[src/rtl/wb_slv_dec_if.sv]
// Wishbone 1-master / 4-slave bus bundle for the wb_slv_dec router.
// Signal names are those seen from the router: *_i are router inputs, *_o are router outputs.
interface wb_slv_dec_if #(
    parameter int AW = 32,
    parameter int DW = 32
);
    // master side
    logic              m_cyc_i;
    logic              m_stb_i;
    logic              m_we_i;
    logic [AW-1:0]     m_adr_i;
    logic [DW/8-1:0]   m_sel_i;
    logic [DW-1:0]     m_dat_i;
    logic [DW-1:0]     m_dat_o;
    logic              m_ack_o;
    logic              m_err_o;
    // slave side
    logic [3:0]        s_cyc_o;
    logic [3:0]        s_stb_o;
    logic              s_we_o;
    logic [AW-1:0]     s_adr_o;
    logic [DW/8-1:0]   s_sel_o;
    logic [DW-1:0]     s_dat_o;
    logic [4*DW-1:0]   s_dat_i;
    logic [3:0]        s_ack_i;
    logic [3:0]        s_err_i;

    // router view
    modport slave (
        input  m_cyc_i, m_stb_i, m_we_i, m_adr_i, m_sel_i, m_dat_i,
        output m_dat_o, m_ack_o, m_err_o,
        output s_cyc_o, s_stb_o, s_we_o, s_adr_o, s_sel_o, s_dat_o,
        input  s_dat_i, s_ack_i, s_err_i
    );

    // environment view (upstream master plus the four downstream slaves)
    modport master (
        output m_cyc_i, m_stb_i, m_we_i, m_adr_i, m_sel_i, m_dat_i,
        input  m_dat_o, m_ack_o, m_err_o,
        input  s_cyc_o, s_stb_o, s_we_o, s_adr_o, s_sel_o, s_dat_o,
        output s_dat_i, s_ack_i, s_err_i
    );
endinterface

[src/rtl/wb_slv_dec.sv]
// Wishbone 1-master-to-4-slave address decoder/router.
// A request is latched in IDLE, driven to the decoded slave during ACCESS, and
// answered to the master with a single-cycle ack or err in RESP. Unmapped
// addresses, slave errors and hung slaves (timeout) all end in m_err_o.
module wb_slv_dec #(
    parameter int             AW       = 32,
    parameter int             DW       = 32,
    parameter logic [4*AW-1:0] SLV_BASE = {32'h3000_0000, 32'h2000_0000, 32'h1000_0000, 32'h0000_0000},
    parameter logic [4*AW-1:0] SLV_MASK = {4{32'hF000_0000}},
    parameter int             TMO_W    = 8,
    parameter int             TMO_CYC  = 255
) (
    input  logic              clk,
    input  logic              rstn,
    wb_slv_dec_if.slave       bus
);

    typedef enum logic [1:0] {
        IDLE   = 2'd0,
        ACCESS = 2'd1,
        RESP   = 2'd2
    } state_t;

    localparam logic [TMO_W-1:0] TMO_LIM = TMO_W'(TMO_CYC);
    localparam bit               TMO_EN  = (TMO_CYC != 0);

    state_t            r_state;
    state_t            w_nxt;
    logic [TMO_W-1:0]  r_cnt;
    logic [TMO_W-1:0]  w_cnt_inc;
    logic [3:0]        r_ssel;      // one-hot slave of the current transaction, held through RESP
    logic [3:0]        r_scyc;      // live slave cycle/strobe
    logic              r_we;
    logic [AW-1:0]     r_adr;
    logic [DW/8-1:0]   r_bsel;
    logic [DW-1:0]     r_wdat;
    logic [DW-1:0]     r_rdat;
    logic              r_ack;
    logic              r_err;

    logic [3:0]        w_hit;
    logic [3:0]        w_onehot;
    logic              w_sack;
    logic              w_serr;
    logic [DW-1:0]     w_sdat;
    logic              w_acc;
    logic              w_set_ack;
    logic              w_set_err;

    assign w_cnt_inc = r_cnt + TMO_W'(1);
    assign w_sack    = |(bus.s_ack_i & r_ssel);
    assign w_serr    = |(bus.s_err_i & r_ssel);

    // address decode; scanning high to low leaves the lowest hit index selected
    always_comb begin
        w_hit    = '0;
        w_onehot = '0;
        for (int i = 0; i < 4; i++)
            w_hit[i] = (bus.m_adr_i & SLV_MASK[i*AW +: AW]) ==
                       (SLV_BASE[i*AW +: AW] & SLV_MASK[i*AW +: AW]);
        for (int i = 3; i >= 0; i--) begin
            if (w_hit[i]) begin
                w_onehot    = '0;
                w_onehot[i] = 1'b1;
            end
        end
    end

    // read-data mux from the selected slave
    always_comb begin
        w_sdat = '0;
        for (int i = 0; i < 4; i++)
            if (r_ssel[i]) w_sdat = w_sdat | bus.s_dat_i[i*DW +: DW];
    end

    // next state and response decisions; abort beats any slave response,
    // slave err beats ack, and a slave response beats the timeout
    always_comb begin
        w_nxt     = r_state;
        w_acc     = 1'b0;
        w_set_ack = 1'b0;
        w_set_err = 1'b0;
        case (r_state)
            IDLE: begin
                if (bus.m_cyc_i && bus.m_stb_i) begin
                    w_acc = 1'b1;
                    if (|w_hit) begin
                        w_nxt = ACCESS;
                    end else begin
                        w_nxt     = RESP;
                        w_set_err = 1'b1;
                    end
                end
            end
            ACCESS: begin
                if (!bus.m_cyc_i) begin
                    w_nxt = IDLE;
                end else if (w_serr) begin
                    w_nxt     = RESP;
                    w_set_err = 1'b1;
                end else if (w_sack) begin
                    w_nxt     = RESP;
                    w_set_ack = 1'b1;
                end else if (TMO_EN && (w_cnt_inc == TMO_LIM)) begin
                    w_nxt     = RESP;
                    w_set_err = 1'b1;
                end
            end
            RESP:    w_nxt = IDLE;
            default: w_nxt = IDLE;
        endcase
    end

    // state register
    always_ff @(posedge clk or negedge rstn) begin
        if (!rstn) r_state <= IDLE;
        else       r_state <= w_nxt;
    end

    // latched request, slave strobes, timeout count and master response
    always_ff @(posedge clk or negedge rstn) begin
        if (!rstn) begin
            r_cnt  <= '0;
            r_ssel <= '0;
            r_scyc <= '0;
            r_we   <= 1'b0;
            r_adr  <= '0;
            r_bsel <= '0;
            r_wdat <= '0;
            r_rdat <= '0;
            r_ack  <= 1'b0;
            r_err  <= 1'b0;
        end else begin
            r_ack <= w_set_ack;
            r_err <= w_set_err;
            if (w_acc) begin
                r_we   <= bus.m_we_i;
                r_adr  <= bus.m_adr_i;
                r_bsel <= bus.m_sel_i;
                r_wdat <= bus.m_dat_i;
                r_ssel <= w_onehot;
                r_scyc <= w_onehot;
                r_cnt  <= '0;
            end else begin
                if (w_nxt != ACCESS) r_scyc <= '0;
                // saturate so a disabled timeout can never wrap
                if (r_state == ACCESS && r_cnt != '1) r_cnt <= w_cnt_inc;
            end
            // only read acks refresh the returned data
            if (w_set_ack && !r_we) r_rdat <= w_sdat;
        end
    end

    assign bus.m_dat_o = r_rdat;
    assign bus.m_ack_o = r_ack;
    assign bus.m_err_o = r_err;
    assign bus.s_cyc_o = r_scyc;
    assign bus.s_stb_o = r_scyc;
    assign bus.s_we_o  = r_we;
    assign bus.s_adr_o = r_adr;
    assign bus.s_sel_o = r_bsel;
    assign bus.s_dat_o = r_wdat;

endmodule

[src/flat_wrapper.sv]
// flat-port wrapper written by rule: the top's interface ports become plain ports
module wb_slv_dec_flat 
#(
    parameter int             AW       = 32,
    parameter int             DW       = 32,
    parameter logic [4*AW-1:0] SLV_BASE = {32'h3000_0000, 32'h2000_0000, 32'h1000_0000, 32'h0000_0000},
    parameter logic [4*AW-1:0] SLV_MASK = {4{32'hF000_0000}},
    parameter int             TMO_W    = 8,
    parameter int             TMO_CYC  = 255
)
  (clk, rstn, bus_m_cyc_i, bus_m_stb_i, bus_m_we_i, bus_m_adr_i, bus_m_sel_i, bus_m_dat_i, bus_m_dat_o, bus_m_ack_o, bus_m_err_o, bus_s_cyc_o, bus_s_stb_o, bus_s_we_o, bus_s_adr_o, bus_s_sel_o, bus_s_dat_o, bus_s_dat_i, bus_s_ack_i, bus_s_err_i);
  wb_slv_dec_if #(.AW(AW), .DW(DW)) bus_i ();
  input  logic clk;
  input  logic rstn;
  input wire logic [$bits(bus_i.m_cyc_i)-1:0] bus_m_cyc_i;
  input wire logic [$bits(bus_i.m_stb_i)-1:0] bus_m_stb_i;
  input wire logic [$bits(bus_i.m_we_i)-1:0] bus_m_we_i;
  input wire logic [$bits(bus_i.m_adr_i)-1:0] bus_m_adr_i;
  input wire logic [$bits(bus_i.m_sel_i)-1:0] bus_m_sel_i;
  input wire logic [$bits(bus_i.m_dat_i)-1:0] bus_m_dat_i;
  output wire logic [$bits(bus_i.m_dat_o)-1:0] bus_m_dat_o;
  output wire logic [$bits(bus_i.m_ack_o)-1:0] bus_m_ack_o;
  output wire logic [$bits(bus_i.m_err_o)-1:0] bus_m_err_o;
  output wire logic [$bits(bus_i.s_cyc_o)-1:0] bus_s_cyc_o;
  output wire logic [$bits(bus_i.s_stb_o)-1:0] bus_s_stb_o;
  output wire logic [$bits(bus_i.s_we_o)-1:0] bus_s_we_o;
  output wire logic [$bits(bus_i.s_adr_o)-1:0] bus_s_adr_o;
  output wire logic [$bits(bus_i.s_sel_o)-1:0] bus_s_sel_o;
  output wire logic [$bits(bus_i.s_dat_o)-1:0] bus_s_dat_o;
  input wire logic [$bits(bus_i.s_dat_i)-1:0] bus_s_dat_i;
  input wire logic [$bits(bus_i.s_ack_i)-1:0] bus_s_ack_i;
  input wire logic [$bits(bus_i.s_err_i)-1:0] bus_s_err_i;
  assign bus_i.m_cyc_i = bus_m_cyc_i;
  assign bus_i.m_stb_i = bus_m_stb_i;
  assign bus_i.m_we_i = bus_m_we_i;
  assign bus_i.m_adr_i = bus_m_adr_i;
  assign bus_i.m_sel_i = bus_m_sel_i;
  assign bus_i.m_dat_i = bus_m_dat_i;
  assign bus_m_dat_o = bus_i.m_dat_o;
  assign bus_m_ack_o = bus_i.m_ack_o;
  assign bus_m_err_o = bus_i.m_err_o;
  assign bus_s_cyc_o = bus_i.s_cyc_o;
  assign bus_s_stb_o = bus_i.s_stb_o;
  assign bus_s_we_o = bus_i.s_we_o;
  assign bus_s_adr_o = bus_i.s_adr_o;
  assign bus_s_sel_o = bus_i.s_sel_o;
  assign bus_s_dat_o = bus_i.s_dat_o;
  assign bus_i.s_dat_i = bus_s_dat_i;
  assign bus_i.s_ack_i = bus_s_ack_i;
  assign bus_i.s_err_i = bus_s_err_i;
  wb_slv_dec #(.AW(AW), .DW(DW), .SLV_BASE(SLV_BASE), .SLV_MASK(SLV_MASK), .TMO_W(TMO_W), .TMO_CYC(TMO_CYC)) u_core (.clk(clk), .rstn(rstn), .bus(bus_i));
endmodule
[config.mk]
export PLATFORM = sky130hd
export DESIGN_NAME = wb_slv_dec_flat
export DESIGN_NICKNAME = d
export VERILOG_FILES = /design/src/rtl/wb_slv_dec_if.sv /design/src/rtl/wb_slv_dec.sv /design/src/flat_wrapper.sv
export SDC_FILE = /design/constraint.sdc
export NUM_CORES = 1
export LEC_CHECK = 0
export ABC_AREA = 1
export ABC_CLOCK_PERIOD_IN_PS = 3500
export BUFFER_PORTS_ARGS = -buffer_cell sky130_fd_sc_hd__buf_2
export CAP_MARGIN = 5
export CORE_ASPECT_RATIO = 0.5
export CORE_MARGIN = 3
export CORE_UTILIZATION = 45
export CTS_BUF_LIST = sky130_fd_sc_hd__clkbuf_4 sky130_fd_sc_hd__clkbuf_8
export DETAILED_ROUTE_END_ITERATION = 10
export HOLD_SLACK_MARGIN = 0.02
export PLACE_DENSITY = 0.79
export SLEW_MARGIN = 20
export SYNTH_ARGS = -nofsm -noshare
export SYNTH_HDL_FRONTEND = slang
export SYNTH_SLANG_ARGS = --single-unit
[constraint.sdc]
create_clock -name clk -period 3.5 [get_ports clk]
set_clock_uncertainty 0.1 [all_clocks]
set_input_delay 0.175 -clock clk [delete_from_list [all_inputs] [get_ports clk]]
set_output_delay 0.175 -clock clk [all_outputs]
set_load 0.02 [all_outputs]
==> results.cfg <==
[clock_tree]
ctsLongestPathBuffers = 2
cts_buffers = 17
htreeDepth = 4
numClockSinks = 121
ctsHoldBuffers = 135
clkTransAtPathRegs_ns = 0.08
clk_latency_ns = 0.41
cts_setup_buffers = 0
root_buffer = clkbuf_8
cts_tree = done
ctsResizeCount = 0

[pwr]
p_leak_nw = 4.99
seq_power_share_pct = 42.3
internal-power_w = 0.00267
vdd_drop_max_uv = 315
switching_power_w = 0.00130
switching_share_pct = 32.8
combPwrFrac_pct = 26.3
p_per_area_mw_per_mm2 = 435
clkPwrFrac_pct = 31.4
power_w = 0.00397

[finish]
nets = 1327
drive_above_1_share_pct = 38.5
diodes = 0
synthToLayoutAreaGrowth_pct = 58.6
fillers = 862
final_cell_area_mm2 = 0.00912

[logic_synthesis]
yosys_warnings = 0
syn_area_mm2 = 0.00575
postSynthAreaPerCell_um2 = 8.49
ys_ff_latch = 121
synthCells = 677
yosys.cell_types.count = 27
seq_area_frac_synth_pct = 52.7
synth_area_leaders = dfrtp_1 (53%), nand2_1 (23%), a221oi_1 (4.9%), o21ai_2 (4.9%), nand2_2 (3.4%)
synth_top_area_cell = dfrtp_1
synth_nets = 888
synth.top_cell.area_share_pct = 52.7

[routing]
viasPerCell = 5.01
drtIter0Drc = 568
wl_mm = 21.0
first_pass_iters = 5
ant_nets = 0
num_vias = 6479
drc = 0
wl_per_cell_um = 16.2

[timing]
finalCritPeriodShare_pct = 69.3
setup_viol = 0
setup_ws_ns = 1.08
worst_slew_pin_slew_ns = 0.987
hold_viol = 0
fin_crit_ns = 2.42
max_slew_margin_pct = 34.2
maxSlewViolCount = 0
rsz0062_at_grt = false
final.setup.tns_ns = 0
fmax_mhz = 412

[floorplanning]
start_util_pct = 47.4
ioPinCount = 320
die_x_um = 166
die-area_mm2 = 0.0142
die_h_um = 85.9
core_mm2 = 0.0121
placementRows = 28

[placed_design]
routabilityCongestion = 0.919
placed_area_mm2 = 0.00737
dp_hpwl_mm = 13.4
portBuffers = 319
post-place-ws_ns = 1.15

[global_routing]
grt_pass1_vias = 6635
grt_max_degree = 76
antenna_found_initial = 0
grt_pass1_wl_mm = 32.9
grt_overflow_total = 0
gr-usage-all-layers_pct = 28.8

[setup_path]
worstPathMaxFanout = 64
required_ns = 3.72
r2r_start = u_core.r_ssel[3]
reg2reg_depth = 8
start_kind = flop
end_kind = flop
crit_type = reg -> reg
crit_start = u_core.r_ssel[3]
cp_data_arrival_time_ns = 2.64

[min_path]
hp-class = in -> reg
hold_start = bus_s_dat_i[65]
worstHoldPathCells = 3

[status]
status = finished clean

[flow_run]
cap_viol_max_count = 0
[logic make-up after synthesis]
logic type	Yosys count	share of synthesized area [%]
AO/OA/AOI/OAI	80	11.7
adder cells (fa/ha/maj)	2	0.435
buffers and inverters	58	5.31
flip-flops	121	52.7
AND/OR/NAND/NOR	416	29.9
[final timing paths]
| check | end | slack [ns] |
|---|---|---|
| max | u_core.bus.m_dat_o[0] | 1.08 |
| min | u_core.bus.m_dat_o[1] | 0.07 |
| max reg2reg | u_core.bus.m_dat_o[0] | 1.08 |
| min reg2reg | u_core.bus.s_dat_o[0] | 0.38 |
| max in group asynchronous | u_core.bus.s_adr_o[21] | 2.04 |
| min in group asynchronous | u_core.bus.s_adr_o[12] | 0.29 |
[power groups by stage]
stage | registers, W | clock network (W) | logic [W]
final | 0.00168 | 0.00125 | 0.00104
after global routing | 0.00170 | 0.00133 | 0.00113
after CTS | 0.00167 | 0.00127 | 0.00103
after detailed placement | 0.00170 | 0 | 0.000878
after global placement | 0.00169 | 0 | 0.000860
after floorplan | 0.00188 | 0 | 0.000289
[critical path, cell delays in order, from the launching register on]
cell and delay [ns]:
dfrtp_1 0.81, nand2_4 0.08, nand3_4 0.12, a21oi_4 0.04
nand2_2 0.13, nor2_4 0.05, nand2_4 0.69, nand2_1 0.17
o21ai_2 0.10
[sequential cells by signal, summed over array words and instances (netlist names)]
name,flops
u_core.bus.s_dat_o,32
u_core.bus.m_ack_o,1
u_core.r_ssel,4
u_core.bus.s_we_o,1
u_core.bus.s_cyc_o,4
u_core.bus.s_adr_o,32
u_core.bus.m_err_o,1
u_core.r_state,2
u_core.bus.m_dat_o,32
u_core.r_cnt,8
u_core.bus.s_sel_o,4
[cell usage in the layout (no fill, tap or decap), types with 11 or more instances in the layout]
cell type	n
nand2_1	349
buf_2	318
dlygate4sd3_1	135
dfrtp_1	121
a221oi_1	32
o21ai_2	32
nand2_2	31
clkbuf_8	18
nand3_1	13
inv_1	12
nor2_1	11
[through the flow]
| step | instances | hold WS [ns] | util, % |
|---|---|---|---|
| 6_report | 1293 | 0.0654 | 75.2 |
| 5_1_grt | 1293 | 0.0285 | 75.2 |
| 4_1_cts | 1293 | 0.0226 | 75.2 |
| 3_5_place_dp | 1127 | 0.225 | 60.8 |
| 3_3_place_gp | 1127 | 0.218 | 60.8 |
| 2_1_floorplan | 677 | -0.221 | - |
[per-layer routing]
| layer | share of wire [%] | up-vias | wire length [µm] | global-route usage, % |
|---|---|---|---|---|
| met4 | 3.8 | 0 | 801 | 13.2 |
| met1 | 38 | 3028 | 7920 | 33.0 |
| met5 | 0 | - | 0 | 0 |
| met3 | 7.1 | 76 | 1480 | 6.49 |
| met2 | 51 | 326 | 10800 | 52.3 |
| li1 | - | 3049 | - | - |
[final cells by class]
| type | instances | area [µm²] | area share (%) |
|---|---|---|---|
| clock buffers | 18 | 248 | 2.72 |
| clock inverters | 13 | 145 | 1.59 |
| inverters | 16 | 60.1 | 0.659 |
| multi-input cells | 498 | 2420 | 26.5 |
| flip-flops and latches | 121 | 3030 | 33.2 |
| well taps | 165 | 206 | 2.26 |
| repair buffers | 462 | 3010 | 33.0 |
[synth_stat cells]
master,n
a21oi_4,1
nand2_4,3
nand2_2,31
o21bai_1,1
nand4_1,5
buf_1,2
nor2_1,11
o21ai_0,9
o22ai_1,1
clkbuf_1,23
ha_1,2
o21bai_4,1
nand3_1,14
buf_2,4
inv_2,3
nor2_4,1
inv_1,13
a22o_1,1
nand2_1,349
dfrtp_1,121
o21ai_2,32
buf_6,9
buf_4,4
nor2_2,1
a221oi_1,32
nand3_4,1
o21ai_1,2
Power figures use the tool's default switching activity.
